$ cat config.mk
export PLATFORM = sky130hd
export DESIGN_NAME = ct_spsram_512x7_ctrl
export DESIGN_NICKNAME = d
export VERILOG_FILES = /design/src/rtl/ct_spsram_512x7_ctrl.sv
export SDC_FILE = /design/constraint.sdc
export NUM_CORES = 1
export LEC_CHECK = 0
export BUFFER_PORTS_ARGS = -buffer_cell sky130_fd_sc_hd__buf_4
export CORE_MARGIN = 5
export CORE_UTILIZATION = 24
export DETAILED_ROUTE_END_ITERATION = 10
export SLEW_MARGIN = 0
export SYNTH_ARGS = -nofsm -noshare
export SYNTH_HDL_FRONTEND = slang
export SYNTH_SLANG_ARGS = --single-unit
$ cat constraint.sdc
create_clock -name forever_cpuclk -period 3.09 [get_ports forever_cpuclk]
set_input_delay 0.618 -clock forever_cpuclk [delete_from_list [all_inputs] [get_ports forever_cpuclk]]
set_output_delay 0.618 -clock forever_cpuclk [all_outputs]
set_load 0.02 [all_outputs]
$ cat src/rtl/ct_spsram_512x7_ctrl.sv
// ct_spsram_512x7_ctrl: valid/ready initiator for one 512x7 single-port SRAM macro.
// Optional post-reset array clear to INIT_VAL is enabled by defining CT_SPSRAM_INIT_CLR_EN.
module ct_spsram_512x7_ctrl #(
    parameter int                    ADDR_WIDTH = 9,
    parameter int                    DATA_WIDTH = 7,
    parameter int                    RSP_DEPTH  = 2,
    parameter logic [DATA_WIDTH-1:0] INIT_VAL   = '0
) (
    input  logic                  forever_cpuclk,
    input  logic                  cpurst_b,
    input  logic                  req_vld,
    output logic                  req_rdy,
    input  logic                  req_wr,
    input  logic [ADDR_WIDTH-1:0] req_addr,
    input  logic [DATA_WIDTH-1:0] req_wdata,
    input  logic [DATA_WIDTH-1:0] req_wmask,
    output logic                  rsp_vld,
    input  logic                  rsp_rdy,
    output logic [DATA_WIDTH-1:0] rsp_data,
    output logic                  init_done,
    output logic                  sram_cen,
    output logic                  sram_gwen,
    output logic [DATA_WIDTH-1:0] sram_wen,
    output logic [ADDR_WIDTH-1:0] sram_a,
    output logic [DATA_WIDTH-1:0] sram_d,
    input  logic [DATA_WIDTH-1:0] sram_q
);

    localparam int CW = $clog2(RSP_DEPTH + 1);
    localparam int PW = (RSP_DEPTH > 1) ? $clog2(RSP_DEPTH) : 1;
    localparam logic [CW:0]   DEPTH_W = (CW + 1)'(RSP_DEPTH);
    localparam logic [PW-1:0] LAST_P  = PW'(RSP_DEPTH - 1);

    logic                  run;
    logic                  init_wr;
    logic [ADDR_WIDTH-1:0] init_a;

    logic                  acc;
    logic                  rd_acc;
    logic                  wr_acc;
    logic                  credit;
    logic                  pop;
    logic                  push;
    logic                  rd_inflight;
    logic [CW-1:0]         fifo_cnt;
    logic [PW-1:0]         wr_ptr;
    logic [PW-1:0]         rd_ptr;
    logic [DATA_WIDTH-1:0] mem [RSP_DEPTH];

`ifdef CT_SPSRAM_INIT_CLR_EN
    typedef enum logic {
        S_INIT,
        S_RUN
    } state_t;

    localparam logic [ADDR_WIDTH-1:0] LAST_A = '1;

    state_t                state;
    logic [ADDR_WIDTH-1:0] init_cnt;
    logic                  init_q;

    always_ff @(posedge forever_cpuclk or negedge cpurst_b) begin
        if (!cpurst_b) begin
            state    <= S_INIT;
            init_cnt <= '0;
            init_q   <= 1'b0;
        end else begin
            case (state)
                S_INIT: begin
                    init_cnt <= init_cnt + 1'b1;
                    if (init_cnt == LAST_A) begin
                        state  <= S_RUN;
                        init_q <= 1'b1;
                    end
                end
                default: state <= S_RUN;
            endcase
        end
    end

    assign run       = (state == S_RUN);
    assign init_wr   = (state == S_INIT);
    assign init_a    = init_cnt;
    assign init_done = init_q;
`else
    // Holds off requests for the first cycle after reset release.
    logic live;

    always_ff @(posedge forever_cpuclk or negedge cpurst_b) begin
        if (!cpurst_b) begin
            live <= 1'b0;
        end else begin
            live <= 1'b1;
        end
    end

    assign run       = live;
    assign init_wr   = 1'b0;
    assign init_a    = '0;
    assign init_done = 1'b1;
`endif

    // Reads need a FIFO slot reserved for every read still in the macro.
    assign pop     = rsp_vld & rsp_rdy;
    assign push    = rd_inflight;
    assign credit  = ({1'b0, fifo_cnt} + (CW + 1)'(rd_inflight))
                   < (DEPTH_W + (CW + 1)'(pop));
    assign req_rdy = run & (req_wr | credit);
    assign acc     = req_vld & req_rdy;
    assign rd_acc  = acc & ~req_wr;
    assign wr_acc  = acc & req_wr & (|req_wmask);

    assign rsp_vld  = (fifo_cnt != '0);
    assign rsp_data = rsp_vld ? mem[rd_ptr] : '0;

    function automatic logic [PW-1:0] nxt(input logic [PW-1:0] p);
        return (p == LAST_P) ? '0 : p + 1'b1;
    endfunction

    always_ff @(posedge forever_cpuclk or negedge cpurst_b) begin
        if (!cpurst_b) begin
            rd_inflight <= 1'b0;
            fifo_cnt    <= '0;
            wr_ptr      <= '0;
            rd_ptr      <= '0;
            for (int i = 0; i < RSP_DEPTH; i++) begin
                mem[i] <= '0;
            end
        end else begin
            rd_inflight <= rd_acc;
            if (push) begin
                mem[wr_ptr] <= sram_q;
                wr_ptr      <= nxt(wr_ptr);
            end
            if (pop) begin
                rd_ptr <= nxt(rd_ptr);
            end
            case ({push, pop})
                2'b10:   fifo_cnt <= fifo_cnt + 1'b1;
                2'b01:   fifo_cnt <= fifo_cnt - 1'b1;
                default: fifo_cnt <= fifo_cnt;
            endcase
        end
    end

    always_comb begin
        sram_cen  = 1'b1;
        sram_gwen = 1'b1;
        sram_wen  = '1;
        sram_a    = '0;
        sram_d    = '0;
        if (init_wr) begin
            sram_cen  = 1'b0;
            sram_gwen = 1'b0;
            sram_wen  = '0;
            sram_a    = init_a;
            sram_d    = INIT_VAL;
        end else if (wr_acc) begin
            sram_cen  = 1'b0;
            sram_gwen = 1'b0;
            sram_wen  = ~req_wmask;
            sram_a    = req_addr;
            sram_d    = req_wdata;
        end else if (rd_acc) begin
            sram_cen  = 1'b0;
            sram_a    = req_addr;
        end
    end

endmodule

==> reports/results.tsv <==
metric	value	unit
gr ovfl total	0	
Layout area overhead	51.74	%
die height	81.41	um
CORE AREA	5042	sq um
Tcrit/Tclk final	88.23	%
post-CTS sizing	0	
initial antenna violation count	0	
R2R depth	5	
Yosys warning total	0	
mean number of vias per cell	4.138	
Die ar.	6627	sq um
Routed Antenna Nets	0	
end of the critical path	sram_cen	
DRT Wirelength	2.962	mm
Slew Limit Fails	0	
WS Path Type	flop to output pin	
Starting Density	24.27	%
gr usage total	8.337	%
status	finished, final reports clean	
hpwl dp	2.364	mm
Hold Crit Class	primary input to async pin	
Top Ports	70	
setup TNS	0	ps
r2r startpoint	fifo_cnt[0]	
share of cells above drive strength 1	56.82	%
Pre-antenna DRT Iters	4	
reg2reg end	push	
initial DRC count	12	
Crit. Startpoint	fifo_cnt[0]	
I/O Buffers	68	
CP Launch Type	flop	
Final #Nets	215	
Reg clk slew, reported paths	80	ps
via count of the routed design	1018	
H-Tree Level Count	1	
# diodes	0	
syn avg cell area	11.33	sq um
Die X	81.41	um
clk sinks	20	
most area-hungry cell type in the Yosys netlist	dfrtp_1	
Skew-Pair Late Insertion Delay	250	ps
RSZ-0062 raised after global routing	no	
first-pass GRT wire length	4.471	mm
Yosys reg bits	20	
Post-CTS Hold Buffers	0	
Remaining DRCs	0	
gpl congestion	0.7030	
CTS tree	built	
Critical Path AT	2110	ps
Placement Setup Slack	561.9	ps
Unique masters post-synth	26	
Crit Path Max Fanout	12	
CP required	2470	ps
final worst-path setup slack	363.8	ps
vias in the first global route	979	
Final Non-Filler Cells	246	
Fmax	366.8	MHz
Post-synth EDFFs	0	
ys async rst share	100.0	%
Worst Clk Skew	5.887	ps
row cnt	26	
Power per Cell Area	766.7	nW/um^2
endpoints failing hold	0	
routed len/inst	12.04	um
Syn Inst Count	108	
deepest clock path buffer count	2	
placed cells	242	
Setup-failing EPs final	0	
worst vdd ir	0.0006477	V
fin crit period	2726	ps
post-synth top area share	40.90	%
worst slew pin tran	686.2	ps
max_cap viols	0	
clock buffer count from CTS	3	
CTS root buf	clkbuf_8	
Slew HR	54.25	%
largest net degree at the start of global routing	21	
main flop type after synthesis	dfrtp_1	
buffers inserted by post-CTS timing repair	0	
largest cells by area after synthesis	dfrtp_1 (41%), mux2_2 (13%), nor4b_2 (9.8%)	
sequential share of the synthesized area	40.90	%
flop-to-flop setup slack	1320	ps
crit end category	output pin	
Pleak	0.0008762	uW
Post-Syn Area	1224	sq um
==> metrics by stage <==
stage          power, uW  instance area, sq um  util [%]  hold WS [ps]
3_3_place_gp        1170                  1785     35.41         490.3
6_report            1424                  1857     36.82         226.6
4_1_cts             1447                  1857     36.82         229.9
2_1_floorplan      925.2                  1227         -         322.4
3_5_place_dp        1179                  1785     35.41         494.0
5_1_grt             1529                  1857     36.82         233.5
==> critical path, cell delays in order, from the launching register on <==
cell and delay (ps):
dfrtp_1 450, ha_1 210, ha_1 270, nand2b_1 60, a21oi_2 520, or3_1 210
buf_4 130
==> synthesized netlist by cell type, drive strengths merged, types with 2 or more instances <==
master,instances
nor4b,10
nand2b,2
and3,2
buf,5
mux2,14
inv,4
xnor2,2
mux2i,7
xor2,3
ha,3
and2,8
nor2,11
nand2,10
dfrtp,20
==> cell usage in the layout (no fill, tap or decap), drive strengths merged <==
cell,instances
xnor2,2
nand2,10
xor2,3
mux2,14
o21a,1
nor2,11
and3,2
clkbuf,3
or3,1
conb,2
mux2i,7
bufinv,1
ha,3
nor4,1
buf,68
a21boi,1
dfrtp,20
inv,4
a21oi,1
nor3,1
and2,8
nand2b,2
nor4b,10
==> cells by family after synthesis <==
| family | Yosys count | share of synthesized area (%) |
|---|---|---|
| AOI/OAI and AO/OA | 3 | 2.863 |
| DFF | 20 | 40.90 |
| muxes | 21 | 18.61 |
| xor gates and xnor gates | 5 | 3.579 |
| other | 1 | 0.3065 |
| buffers and inverters | 9 | 4.499 |
| adders and majority gates | 3 | 3.068 |
| and+or+nand+nor | 46 | 26.18 |
==> state kept, by name, summed over array words and instances (netlist names) <==
name	cells
wr_ptr	1
push	1
mem	14
live	1
rd_ptr	1
fifo_cnt	2
==> routing by layer <==
layer,GRT usage [%],up-vias,part of all wire [%]
li1,-,504,-
met1,10.16,463,39
met2,14.33,51,46
met3,3.769,0,15
met4,0,0,0
met5,0,-,0
==> cell type report <==
type                    count  area [sq um]
multi-input cells          80         671.9
flip-flops and latches     20         500.5
well taps                  70         87.58
clock inverters             1         30.03
fillers                   514          3186
clock buffers               3         41.29
repair buffers             68         510.5
inverters                   4         15.01
==> how the worst min path moves through the flow <==
stage,to,slack (ps)
floorplan,fifo_cnt[0],320
global placement,mem[1],490
detailed placement,mem[0],490
CTS,mem[13],230
global route,mem[5],230
finish,mem[12],230
==> report_power, final <==
part           internal [uW]  switching, uW  total (uW)
clock network            173           84.2         257
registers                384            102         486
logic                    342            339         680
(Power assumes the default switching activity.)
